File: src/rtl/pwm_duty_decoder.sv
// ============================================================================
// Module  : pwm_duty_decoder
// Purpose : Recovers per-period high time and period length from a PWM line,
//           with stuck-line detection and glitch-period rejection.
// Revision: 1.0 - initial release
// ============================================================================
`default_nettype none

module pwm_duty_decoder #(
  parameter int CNT_W      = 16,
  parameter int TIMEOUT    = 65535,
  parameter int MIN_PERIOD = 4
) (
  input  logic             clk,
  input  logic             reset,
  input  logic             pwm_in,
  input  logic             enable,
  output logic [CNT_W-1:0] duty_out,
  output logic [CNT_W-1:0] period_out,
  output logic             sample_valid,
  output logic             locked,
  output logic             stuck_high,
  output logic             stuck_low,
  output logic             short_period
);

  localparam logic [CNT_W-1:0] c_ones       = '1;
  localparam logic [CNT_W-1:0] c_one        = CNT_W'(1);
  localparam logic [CNT_W-1:0] c_timeout    = CNT_W'(TIMEOUT);
  localparam logic [CNT_W-1:0] c_min_period = CNT_W'(MIN_PERIOD);

  typedef enum logic [1:0] {
    S_ACQUIRE = 2'd0,
    S_MEASURE = 2'd1,
    S_STUCK   = 2'd2
  } state_t;

  state_t           r_state;
  logic             r_sync1;
  logic             r_pwm_s;
  logic             r_pwm_d;
  logic [CNT_W-1:0] r_per_cnt;
  logic [CNT_W-1:0] r_high_cnt;

  logic             w_rise;
  logic [CNT_W-1:0] w_per_inc;
  logic [CNT_W-1:0] w_high_inc;

  assign w_rise     = r_pwm_s & ~r_pwm_d;
  assign w_per_inc  = (r_per_cnt  == c_ones) ? r_per_cnt  : r_per_cnt  + c_one;
  assign w_high_inc = (r_high_cnt == c_ones) ? r_high_cnt : r_high_cnt + c_one;

  // Synchronizer runs regardless of enable so edge history stays valid.
  always_ff @(posedge clk or posedge reset) begin
    if (reset) begin
      r_sync1 <= 1'b0;
      r_pwm_s <= 1'b0;
      r_pwm_d <= 1'b0;
    end else begin
      r_sync1 <= pwm_in;
      r_pwm_s <= r_sync1;
      r_pwm_d <= r_pwm_s;
    end
  end

  always_ff @(posedge clk or posedge reset) begin
    if (reset) begin
      r_state      <= S_ACQUIRE;
      r_per_cnt    <= '0;
      r_high_cnt   <= '0;
      duty_out     <= '0;
      period_out   <= '0;
      sample_valid <= 1'b0;
      locked       <= 1'b0;
      stuck_high   <= 1'b0;
      stuck_low    <= 1'b0;
      short_period <= 1'b0;
    end else begin
      sample_valid <= 1'b0;
      short_period <= 1'b0;
      if (!enable) begin
        // duty_out/period_out intentionally keep the last measurement.
        r_state    <= S_ACQUIRE;
        r_per_cnt  <= '0;
        r_high_cnt <= '0;
        locked     <= 1'b0;
        stuck_high <= 1'b0;
        stuck_low  <= 1'b0;
      end else begin
        case (r_state)
          S_ACQUIRE: begin
            if (w_rise) begin
              r_state    <= S_MEASURE;
              r_per_cnt  <= c_one;
              r_high_cnt <= c_one;
            end else begin
              r_per_cnt  <= '0;
              r_high_cnt <= '0;
            end
          end
          S_MEASURE: begin
            if (w_rise) begin
              r_per_cnt  <= c_one;
              r_high_cnt <= c_one;
              if (r_per_cnt >= c_min_period) begin
                period_out   <= r_per_cnt;
                duty_out     <= r_high_cnt;
                sample_valid <= 1'b1;
                locked       <= 1'b1;
              end else begin
                short_period <= 1'b1;
              end
            end else if (r_per_cnt == c_timeout) begin
              r_state      <= S_STUCK;
              locked       <= 1'b0;
              period_out   <= c_ones;
              duty_out     <= r_pwm_s ? c_ones : '0;
              sample_valid <= 1'b1;
              stuck_high   <= r_pwm_s;
              stuck_low    <= ~r_pwm_s;
            end else begin
              r_per_cnt <= w_per_inc;
              if (r_pwm_s) begin
                r_high_cnt <= w_high_inc;
              end
            end
          end
          S_STUCK: begin
            if (w_rise) begin
              r_state    <= S_MEASURE;
              r_per_cnt  <= c_one;
              r_high_cnt <= c_one;
              stuck_high <= 1'b0;
              stuck_low  <= 1'b0;
            end else begin
              stuck_high <= r_pwm_s;
              stuck_low  <= ~r_pwm_s;
            end
          end
          default: begin
            r_state <= S_ACQUIRE;
          end
        endcase
      end
    end
  end

endmodule

`default_nettype wire

File: config.mk
export PLATFORM = sky130hd
export DESIGN_NAME = pwm_duty_decoder
export DESIGN_NICKNAME = d
export VERILOG_FILES = /design/src/rtl/pwm_duty_decoder.sv
export SDC_FILE = /design/constraint.sdc
export NUM_CORES = 1
export LEC_CHECK = 0
export CAP_MARGIN = 40
export CORE_ASPECT_RATIO = 0.5
export CORE_MARGIN = 2
export CORE_UTILIZATION = 57
export DETAILED_ROUTE_END_ITERATION = 16
export PLACE_DENSITY = 0.8
export SETUP_SLACK_MARGIN = 0.1
export SYNTH_ARGS = -nofsm -noshare
export SYNTH_HDL_FRONTEND = slang
export SYNTH_SLANG_ARGS = --single-unit
File: constraint.sdc
create_clock -name clk -period 2.85 [get_ports clk]
set_clock_uncertainty 0.05 [all_clocks]
set_input_delay 0.57 -clock clk [delete_from_list [all_inputs] [get_ports clk]]
set_output_delay 0.57 -clock clk [all_outputs]
set_load 0.03 [all_outputs]
==> flow_summary_export.csv <==
group,metric,value,unit
layout,final_common_cell,"dfrtp_1",
critical_path,cpPeakStageDelay,0.49,ns
yosys,synth.area.mux_share,9.23,%
route,wire_per_inst,15.6,um
hold_path,worstHoldStart,"r_sync1",
placed_design,place_area,0.00448,mm2
route,drt.antenna.violating_nets,0,
yosys,seq_area_frac_synth,46.8,%
power_and_ir_drop,p_sw_share,21.8,%
floorplan,die_x,122,um
critical_path,rrSetupSlack,0.30,ns
critical_path,cp_max_fo,13,
clock_network,root_buffer,"clkbuf_16",
hold_path,min_to,"r_pwm_s",
placed_design,hpwl,5890,um
critical_path,slowest_stage,"or3_1",
clock_network,clk_latency,0.33,ns
yosys,synthFlopType,"dfrtp_1",
global_routing,grt_overflow_total,0,
power_and_ir_drop,irDropWorstVdd,0.000292,V
global_routing,grt_max_degree,27,
floorplan,io_pins,41,
critical_path,r2r_end,"r_high_cnt[9]",
layout,nets,476,
yosys,yosys_register_bits,74,
clock_network,htree_levels,3,
layout,multiInputGateArea,0.00178,mm2
yosys,synthSimpleGateAreaFrac,15.8,%
sta,setup_viol,0,
power_and_ir_drop,power_frac_comb,6.7,%
power_and_ir_drop,internal-power,1.84,mW
sta,max_clock_freq,0.392,GHz
yosys,synth_area_per_cell,9.36,um2
floorplan,rows,21,
sta,period_minus_slack,2.55,ns
global_routing,grtUsageTotal,25.6,%
status,status,"completed",
yosys,synth-compound-area-share,17.7,%
yosys,synth_area,0.00396,mm2
route,wl,8740,um
layout,layout-area-overhead-vs-synth,20.7,%
sta,fin_setup_tns,0,ns
clock_network,cts_tree,"built",
route,viasPerCell,5.93,
sta,drv_slew,0,
route,vias,3331,
placed_design,dp_cells,546,
layout,seq_area,0.00185,mm2
critical_path,crit_chain,"inv_1 -> ha_1 -> nor3_1 -> o21bai_1 -> a32o_1 -> or3_1 -> o41ai_1",
global_routing,grt_pass1_vias,3230,
power_and_ir_drop,leakage,2.17,nW
yosys,syn_nets,434,
clock_network,cts.repair.resized,0,
critical_path,r2r_start,"r_state[1]",
global_routing,antenna_found_initial,0,
route,drc,0,
clock_network,cts-buffers-inserted,9,
hold_path,hold_path_class,"flip-flop to flip-flop",
yosys,synthTopCellsByArea,"dfrtp_1, mux2i_1, o21ai_0",
floorplan,die_h,62.9,um
yosys,yosys.area_share.adder,2.21,%
sta,holdWs,0.303,ns
hold_path,hold_path_depth,0,
yosys,yosys.area_share.xor_xnor,0,%
power_and_ir_drop,p_sw,0.515,mW
power_and_ir_drop,power_density,493,mW/mm2
clock_network,clockBufferDepth,2,
yosys,yosys.cell_types.count,49,
yosys,synth_top_area_share,46.8,%
global_routing,grt_pass1_wl,15400,um
yosys,synth_edf_count,0,
yosys,synth_top_family_by_area,"compound AO/OA/AOI/OAI gates",
critical_path,worstPathArrival,2.72,ns
critical_path,crit_required,3.02,ns
layout,n_antenna_cell,0,
floorplan,start_util,59.1,%
sta,final-hold-violation-count,0,
route,initialDrtViolationCount,304,
power_and_ir_drop,p_total,2.36,mW
floorplan,coreArea,0.00670,mm2
critical_path,end_kind,"flip-flop",
layout,final_cell_mix,"dfrtp_1, o21ai_0, nor2_1, inv_1, clkdlybuf4s50_1",
yosys,ys_warn_count,0,
critical_path,r2r_cells,7,
power_and_ir_drop,power_frac_clock,47.7,%
clock_network,clk_pin_slew,0.05,ns
clock_network,cts_hold_buffers,0,
sta,worst_pin_slew,0.714,ns
yosys,ys_async_sr_fraction,100,%
critical_path,setup.worst_path.class,"flip-flop to flip-flop",
placed_design,place_congestion,0.913,
layout,n_fill_cell,515,
layout,final_area,0.00478,mm2
power_and_ir_drop,power_frac_seq,45.6,%
route,first_pass_iters,6,
layout,drive_gt1_share,9.79,%
sta,rsz0062_at_grt,"no",
placed_design,port_buffers,40,
clock_network,clock_sinks,74,
floorplan,die_area,0.00767,mm2
sta,maxSlewHeadroom,52.4,%
sta,period_share,89.5,%
critical_path,start_kind,"flip-flop",
yosys,netlist_instances,423,
layout,fin_cells,562,
yosys,synth_top_area_cell,"dfrtp_1",
job,max_cap_viol_count,0,
clock_network,post_cts_buffers,0,
==> cells by family after synthesis <==
kind of cell    count (synthesis)
flops                          74
simple gates                  126
fa+ha+maj                       7
buf+inv                        70
mux                            36
compound gates                110
==> power groups by stage <==
stage	sequential, mW	clock [mW]	combinational, mW
after floorplan	1.09	0	0.108
after global placement	1.09	0	0.154
after detailed placement	1.09	0	0.156
after CTS	1.07	1.14	0.157
after global routing	1.08	1.20	0.176
final	1.07	1.12	0.157
==> worst max-delay path by stage <==
stage / start / endpoint / slack, ns / depth (start not counted)
2_1_floorplan: reset / duty_out[0] / 0.35 / 1
3_3_place_gp: enable / r_high_cnt[9] / 0.32 / 5
3_5_place_dp: enable / r_high_cnt[9] / 0.28 / 5
4_1_cts: r_state[1] / r_high_cnt[9] / 0.33 / 7
6_report: r_state[1] / r_high_cnt[9] / 0.30 / 7
5_1_grt: r_state[1] / r_high_cnt[9] / 0.11 / 7
==> cell type report <==
class | count | share of cell area, %
clock buffers | 14 | 5.53
clock inverters | 2 | 0.734
inverters | 41 | 3.22
multi-input cells | 279 | 37.3
flip-flops and latches | 74 | 38.8
well taps | 92 | 2.41
repair buffers | 60 | 12.1
==> synth_stat cells (all sizes together), types with 2 or more instances <==
library cell / n
a21oi: 13
a31oi: 7
a41oi: 2
and2: 3
and3: 7
and4: 2
buf: 16
clkbuf: 13
dfrtp: 74
ha: 7
inv: 41
mux2: 4
mux2i: 32
nand2: 31
nand2b: 3
nand3: 16
nand4: 7
nor2: 41
nor3: 5
nor3b: 2
nor4: 4
o21ai: 48
o31ai: 27
o41ai: 5
==> sequential cells by signal (all words and copies together), names as in the netlist, 2 cells and up <==
signal      flops
r_state         2
r_per_cnt      16
period_out     16
r_high_cnt     16
duty_out       16
==> critical path, delay by kind of cell, from the launching register on <==
| kind | cells | cell delay (ns) |
|---|---|---|
| adder cells (fa/ha/maj) | 1 | 0.43 |
| AO/OA/AOI/OAI | 3 | 0.82 |
| flip-flops | 1 | 0.39 |
| buffers and inverters | 1 | 0.11 |
| AND/OR/NAND/NOR | 2 | 0.64 |
==> routing by layer <==
metal	up-vias	wire length [um]	global-route usage, %
met1	1599	4030	34.4
met4	0	153	9.34
met5	-	0	0
met3	19	512	6.66
li1	1576	-	-
met2	137	4050	40.3
==> metrics by stage <==
stage / worst slack, ns / utilization, %
floorplan: 0.348 / -
global placement: 0.318 / 66.8
detailed placement: 0.275 / 66.8
CTS: 0.334 / 71.3
global route: 0.108 / 71.3
finish: 0.300 / 71.3
No activity file was read; power rests on OpenSTA's default activity.
